<file path="config.mk">
export PLATFORM = sky130hd
export DESIGN_NAME = mem_access_unit
export DESIGN_NICKNAME = d
export VERILOG_FILES = /design/src/rtl/mem_access_unit_pkg.sv /design/src/rtl/mem_access_unit_load_ext.sv /design/src/rtl/mem_access_unit.sv
export SDC_FILE = /design/constraint.sdc
export NUM_CORES = 1
export LEC_CHECK = 0
export CORE_ASPECT_RATIO = 0.5
export CORE_MARGIN = 5
export CORE_UTILIZATION = 25
export DETAILED_ROUTE_END_ITERATION = 8
export HOLD_SLACK_MARGIN = 0.12
export MAX_ROUTING_LAYER = met4
export PLACE_DENSITY = 0.57
export SYNTH_ARGS = -nofsm -noshare
export SYNTH_HDL_FRONTEND = slang
export SYNTH_HIERARCHICAL = 1
export SYNTH_SLANG_ARGS = --single-unit
</file>
<file path="constraint.sdc">
create_clock -name clk -period 3.7 [get_ports clk]
set_input_delay 0.555 -clock clk [delete_from_list [all_inputs] [get_ports clk]]
set_output_delay 0.555 -clock clk [all_outputs]
set_load 0.03 [all_outputs]
</file>
<file path="src/rtl/mem_access_unit_pkg.sv">
// Shared configuration for the memory-stage access unit: data width,
// RAM port encodings, RV32I load/store funct3 codes and FSM state type.
package mem_access_unit_pkg;

  localparam int unsigned XLEN = 32;

  localparam logic [XLEN-1:0] ZERO_32BIT = '0;

  localparam logic READ_ENABLE  = 1'b1;
  localparam logic WRITE_ENABLE = 1'b1;

  localparam logic [2:0] STORE_B = 3'b001;
  localparam logic [2:0] STORE_H = 3'b010;
  localparam logic [2:0] STORE_W = 3'b100;

  localparam logic [2:0] LB  = 3'b000;
  localparam logic [2:0] LH  = 3'b001;
  localparam logic [2:0] LW  = 3'b010;
  localparam logic [2:0] LBU = 3'b100;
  localparam logic [2:0] LHU = 3'b101;
  localparam logic [2:0] SB  = 3'b000;
  localparam logic [2:0] SH  = 3'b001;
  localparam logic [2:0] SW  = 3'b010;

  typedef enum logic [1:0] {
    S_IDLE,
    S_ISSUE,
    S_CAPTURE,
    S_RESP
  } mau_state_e;

  // RAM write_size encoding for a store funct3.
  function automatic logic [2:0] store_size(input logic [2:0] funct3);
    case (funct3[1:0])
      2'b00:   store_size = STORE_B;
      2'b01:   store_size = STORE_H;
      default: store_size = STORE_W;
    endcase
  endfunction

endpackage

</file>
<file path="src/rtl/mem_access_unit_load_ext.sv">
// Load data extension: sign- or zero-extends the raw little-endian RAM word
// according to the load funct3. The byte at the access address is in [7:0].
module load_ext
  import mem_access_unit_pkg::*;
(
  input  logic [2:0]      funct3,
  input  logic [XLEN-1:0] raw,
  output logic [XLEN-1:0] ext
);

  // Select the extension mode from funct3.
  always_comb begin
    ext = raw;
    case (funct3)
      LB:      ext = {{24{raw[7]}}, raw[7:0]};
      LBU:     ext = {24'h0, raw[7:0]};
      LH:      ext = {{16{raw[15]}}, raw[15:0]};
      LHU:     ext = {16'h0, raw[15:0]};
      LW:      ext = raw;
      default: ext = raw;
    endcase
  end

endmodule

</file>
<file path="src/rtl/mem_access_unit.sv">
// Memory-stage initiator: accepts one load/store at a time, checks funct3,
// alignment and range, drives the RAM for one issue cycle and returns one
// registered response per request.
module mem_access_unit
  import mem_access_unit_pkg::*;
#(
  parameter logic [31:0] MEM_BASE  = 32'h0000_0000,
  parameter logic [15:0] MEM_DEPTH = 16'hffff
) (
  input  logic            clk,
  input  logic            rst_n,
  input  logic            req_valid,
  output logic            req_ready,
  input  logic            req_we,
  input  logic [2:0]      req_funct3,
  input  logic [XLEN-1:0] req_addr,
  input  logic [XLEN-1:0] req_wdata,
  output logic            rsp_valid,
  input  logic            rsp_ready,
  output logic [XLEN-1:0] rsp_data,
  output logic            rsp_err,
  output logic            ram_en,
  output logic            read_flag,
  output logic [XLEN-1:0] read_addr,
  input  logic [XLEN-1:0] read_data,
  output logic            write_flag,
  output logic [XLEN-1:0] write_addr,
  output logic [XLEN-1:0] write_data,
  output logic [2:0]      write_size
);

  mau_state_e state, state_n;

  logic            we_q;
  logic [2:0]      funct3_q;
  logic [XLEN-1:0] addr_q;
  logic [XLEN-1:0] wdata_q;
  logic [XLEN-1:0] rsp_data_q;
  logic            rsp_err_q;

  logic [XLEN-1:0] load_word;

  logic [32:0] span;
  logic [32:0] last_byte;
  logic [32:0] mem_last;
  logic        illegal;
  logic        misaligned;
  logic        range_err;
  logic        req_err;

  load_ext u_load_ext (
    .funct3 (funct3_q),
    .raw    (read_data),
    .ext    (load_word)
  );

  // Request error check. 33-bit arithmetic keeps addr+3 near the top of the
  // address space from wrapping back into range; loads always span 4 bytes
  // because the RAM fetches a whole word.
  always_comb begin
    span = 33'd3;
    if (req_we) begin
      case (req_funct3[1:0])
        2'b00:   span = 33'd0;
        2'b01:   span = 33'd1;
        default: span = 33'd3;
      endcase
    end
    last_byte = {1'b0, req_addr} + span;
    mem_last  = {1'b0, MEM_BASE} + {17'h0, MEM_DEPTH} - 33'd1;
    range_err = ({1'b0, req_addr} < {1'b0, MEM_BASE}) || (last_byte > mem_last);
    if (req_we) illegal = (req_funct3 >= 3'b011);
    else        illegal = (req_funct3 == 3'b011) || (req_funct3 == 3'b110) ||
                          (req_funct3 == 3'b111);
    misaligned = ((req_funct3[1:0] == 2'b01) && req_addr[0]) ||
                 ((req_funct3[1:0] == 2'b10) && (req_addr[1:0] != 2'b00));
    req_err = illegal || misaligned || range_err;
  end

  // State register, request latch and registered response.
  always_ff @(posedge clk) begin
    if (!rst_n) begin
      state      <= S_IDLE;
      we_q       <= 1'b0;
      funct3_q   <= '0;
      addr_q     <= '0;
      wdata_q    <= '0;
      rsp_data_q <= '0;
      rsp_err_q  <= 1'b0;
    end else begin
      state <= state_n;
      case (state)
        S_IDLE: begin
          if (req_valid) begin
            we_q       <= req_we;
            funct3_q   <= req_funct3;
            addr_q     <= req_addr;
            wdata_q    <= req_wdata;
            rsp_data_q <= '0;
            rsp_err_q  <= req_err;
          end
        end
        S_CAPTURE: rsp_data_q <= load_word;
        S_RESP: begin
          if (rsp_ready) begin
            rsp_data_q <= '0;
            rsp_err_q  <= 1'b0;
          end
        end
        default: ;
      endcase
    end
  end

  // Next-state logic and state-decoded outputs; RAM outputs only in ISSUE.
  always_comb begin
    state_n    = state;
    req_ready  = 1'b0;
    rsp_valid  = 1'b0;
    ram_en     = 1'b0;
    read_flag  = 1'b0;
    read_addr  = ZERO_32BIT;
    write_flag = 1'b0;
    write_addr = ZERO_32BIT;
    write_data = ZERO_32BIT;
    write_size = '0;
    case (state)
      S_IDLE: begin
        req_ready = rst_n;
        if (req_valid) state_n = req_err ? S_RESP : S_ISSUE;
      end
      S_ISSUE: begin
        ram_en = 1'b1;
        if (we_q) begin
          write_flag = WRITE_ENABLE;
          write_addr = addr_q;
          write_data = wdata_q;
          write_size = store_size(funct3_q);
          state_n    = S_RESP;
        end else begin
          read_flag = READ_ENABLE;
          read_addr = addr_q;
          state_n   = S_CAPTURE;
        end
      end
      S_CAPTURE: state_n = S_RESP;
      S_RESP: begin
        rsp_valid = 1'b1;
        if (rsp_ready) state_n = S_IDLE;
      end
      default: state_n = S_IDLE;
    endcase
  end

  assign rsp_data = rsp_data_q;
  assign rsp_err  = rsp_err_q;

endmodule

</file>
==> impl_metrics.toml <==
[setup_path]
timing_worst_setup_path_type = "in2reg"
setup.worst_path.start_class = "input port"
cp.arrival_ns = 3.62
cp_max_fo = 5
rrSetupSlack_ns = 1.48
worst_ep_required_time_ns = 3.94
critical_path.endpoint_type = "flip-flop"

[clock_tree]
cts.sink_count = 103
path_clk_slew_ns = 0.07
clock_tree.htree_level_count = 3
cts.hold.buffers_added = 0
tritoncts_clock_tree = "built"
cts_root_buf = "clkbuf_16"
cts.repair.resized = 0
cts-root-to-sink-buffers = 2
clk_latency_ns = 0.36
cts_made_buffers = 9
post_cts.repair.setup_buffers = 0

[logic_synthesis]
synthesis.yosys.warnings = 6
ys_top_cells_by_count = "202 x nand2_1, 103 x dfxtp_1, 91 x a21boi_0, 69 x and3_1, 55 x clkbuf_1"
syn-mean-instance-area_um2 = 7.63
synth.top_cells.by_area = "dfxtp_1 36%, nand2_1 13%, a21boi_0 12%, and3_1 7.6%, and2_1 3.8%"
post_synth_arst_share = 0
post-synth-top-area-cell = "dfxtp_1"
syn-instance-count = 746
netlist_area_um2 = 5690
synth_top_area_frac = 0.362
synthFlopType = "dfxtp_1"
yosysSeqAreaShare = 0.362
register_bit_total_from_synthesis = 103
synth_cell_type_count = 58
synthMostInstantiatedCell = "nand2_1"
synth_enable_flop_cells = 0
syn-num-nets = 858

[global_route]
global_route.usage.total = 0.161
globalRoute.totalOverflow = 0
grt_pass1_vias = 5641
antenna_found_initial = 1
grt_start_max_net_pins = 106
grt_first_pass_wirelength_um = 32600

[timing]
normalized_max_slew_margin = 0.367
maxSlewViolCount = 0
layout_skew_ns = 0.0122
setup_repair_after_global_routing_missed_its_margin = "no"
fmax_mhz = 296
worst_pin_slew_ns = 0.949
fin_setup_tns_ns = 0
finalHoldViolations = 0
report.final.setup_viol = 0
period_share = 0.914
timing.final.crit_period_ns = 3.38

[worst_hold_path]
hold_path.class = "reg2reg"

[cells_and_area]
fillers = 2320
final_nets = 1055
flow.area_growth_from_synthesis_pct = 51.2
fraction_of_layout_cells_with_a_size_suffix_above_1 = 0.0591
finish.utilization = 0.381

[pwr]
power.leakage_uw = 0.00326
powerDensity_nw_per_um2 = 488
max-vdd-ir-drop_mv = 0.297

[detailed_routing]
drt_pass1_iterations = 5
detail-route-antenna-nets = 0
drc = 0
total_number_of_vias = 5859
drt_wl_total_um = 21200
detail_route.wl_per_cell_um = 16.9
average_vias_per_placed_instance = 4.66
drt_first_iter_violations = 315

[die]
core.rowCount = 39
core_area_um2 = 22600
ioPinCount = 241
chipWidth_um = 223
die_height_um = 117
floorplan.initialDensity = 0.252
die_area_um2 = 26100

[place]
gp_congestion = 0.851
post-dp-hpwl_um = 15400
place.port_buffers = 240

[status]
run_status = "completed"

[flow_run]
cap_viol_max_count = 0
==> power breakdown <==
part	switching, uW	internal, uW
registers	145	1300
logic	1150	597
clock network	468	533
==> state kept, by name, summed over array words and instances, names as in the netlist <==
| register | flops |
|---|---|
| wdata_q | 32 |
| state | 2 |
| rsp_err | 1 |
| funct3_q | 3 |
| addr_q | 32 |
| rsp_data | 32 |
| we_q | 1 |
==> routing by layer <==
layer / wire, um / GRT usage / up-vias / part of all wire
li1: - / - / 2923 / -
met1: 9520 / 0.198 / 2801 / 0.45
met2: 10800 / 0.276 / 114 / 0.51
met3: 670 / 0.0296 / 21 / 0.032
met4: 300 / 0.0440 / 0 / 0.014
met5: 0 / - / - / 0
==> metrics by stage <==
step	total power, uW	setup WS (ns)	area (um^2)	cells	hold slack (ns)
global route	4500	0.122	8600	1256	0.477
floorplan	2530	0.774	5690	746	0.439
finish	4200	0.317	8600	1256	0.451
CTS	4270	0.211	8590	1255	0.452
global placement	3230	-0.0157	8290	1239	0.439
detailed placement	3250	-0.158	8290	1239	0.442
==> logic make-up (layout without fill, tap and decap cells) <==
kind of cell / after synthesis / in the layout / synth area share
AOI/OAI and AO/OA: 149 / 149 / 0.188
xor gates and xnor gates: 11 / 11 / 0.0169
adders and majority gates: 8 / 8 / 0.0189
buffers and inverters: 78 / 280 / 0.0605
DFF: 103 / 103 / 0.362
muxes: 3 / 3 / 0.00616
other: 0 / 1 / 0
and+or+nand+nor: 394 / 394 / 0.347
==> final timing paths <==
kind,cells after the start,from,end
max,14,req_funct3[1],rsp_err
min,2,rsp_data[12],rsp_data[12]
max reg2reg,6,state[0],wdata_q[7]
min reg2reg,2,rsp_data[12],rsp_data[12]
==> worst max-delay path, cell delays in order <==
cell             delay, ns
clkdlybuf4s50_1       0.48
nand2b_1              0.16
inv_1                 0.09
nand2b_1              0.08
ha_1                  0.15
inv_1                 0.05
fa_1                  0.38
nand3b_4              0.22
nor4_4                0.35
nand4_1               0.16
mux2i_1               0.19
nand4_1               0.13
nor4_2                0.47
o21ai_1               0.13
==> area by class of cell <==
class / instances / area (um^2) / area share
Timing Repair Buffer: 256 / 2520 / 0.293
Clock buffer: 9 / 225 / 0.0262
Sequential cell: 103 / 2060 / 0.240
Antenna cell: 1 / 2.50 / 0.000291
Multi-Input combinational cell: 565 / 3300 / 0.384
Tap cell: 307 / 384 / 0.0446
Clock inverter: 7 / 77.6 / 0.00902
Inverter: 8 / 30.0 / 0.00349
==> placed cells by master, fill, tap and decap left out, drive strengths merged, types with 3 or more instances in the layout <==
cell           count
and2              35
nand3             39
a21boi           100
nor3b              3
buf               22
clkdlybuf4s50    234
o21ai             25
a21oi              3
xor2               5
and4               5
inv               11
nor3               7
a31oi              4
clkbuf             9
ha                 7
nand4             10
nor2               7
nand2            202
or2                3
and3              69
nor4               4
dfxtp            103
o41ai              3
xnor2              6
(Power assumes the default switching activity.)
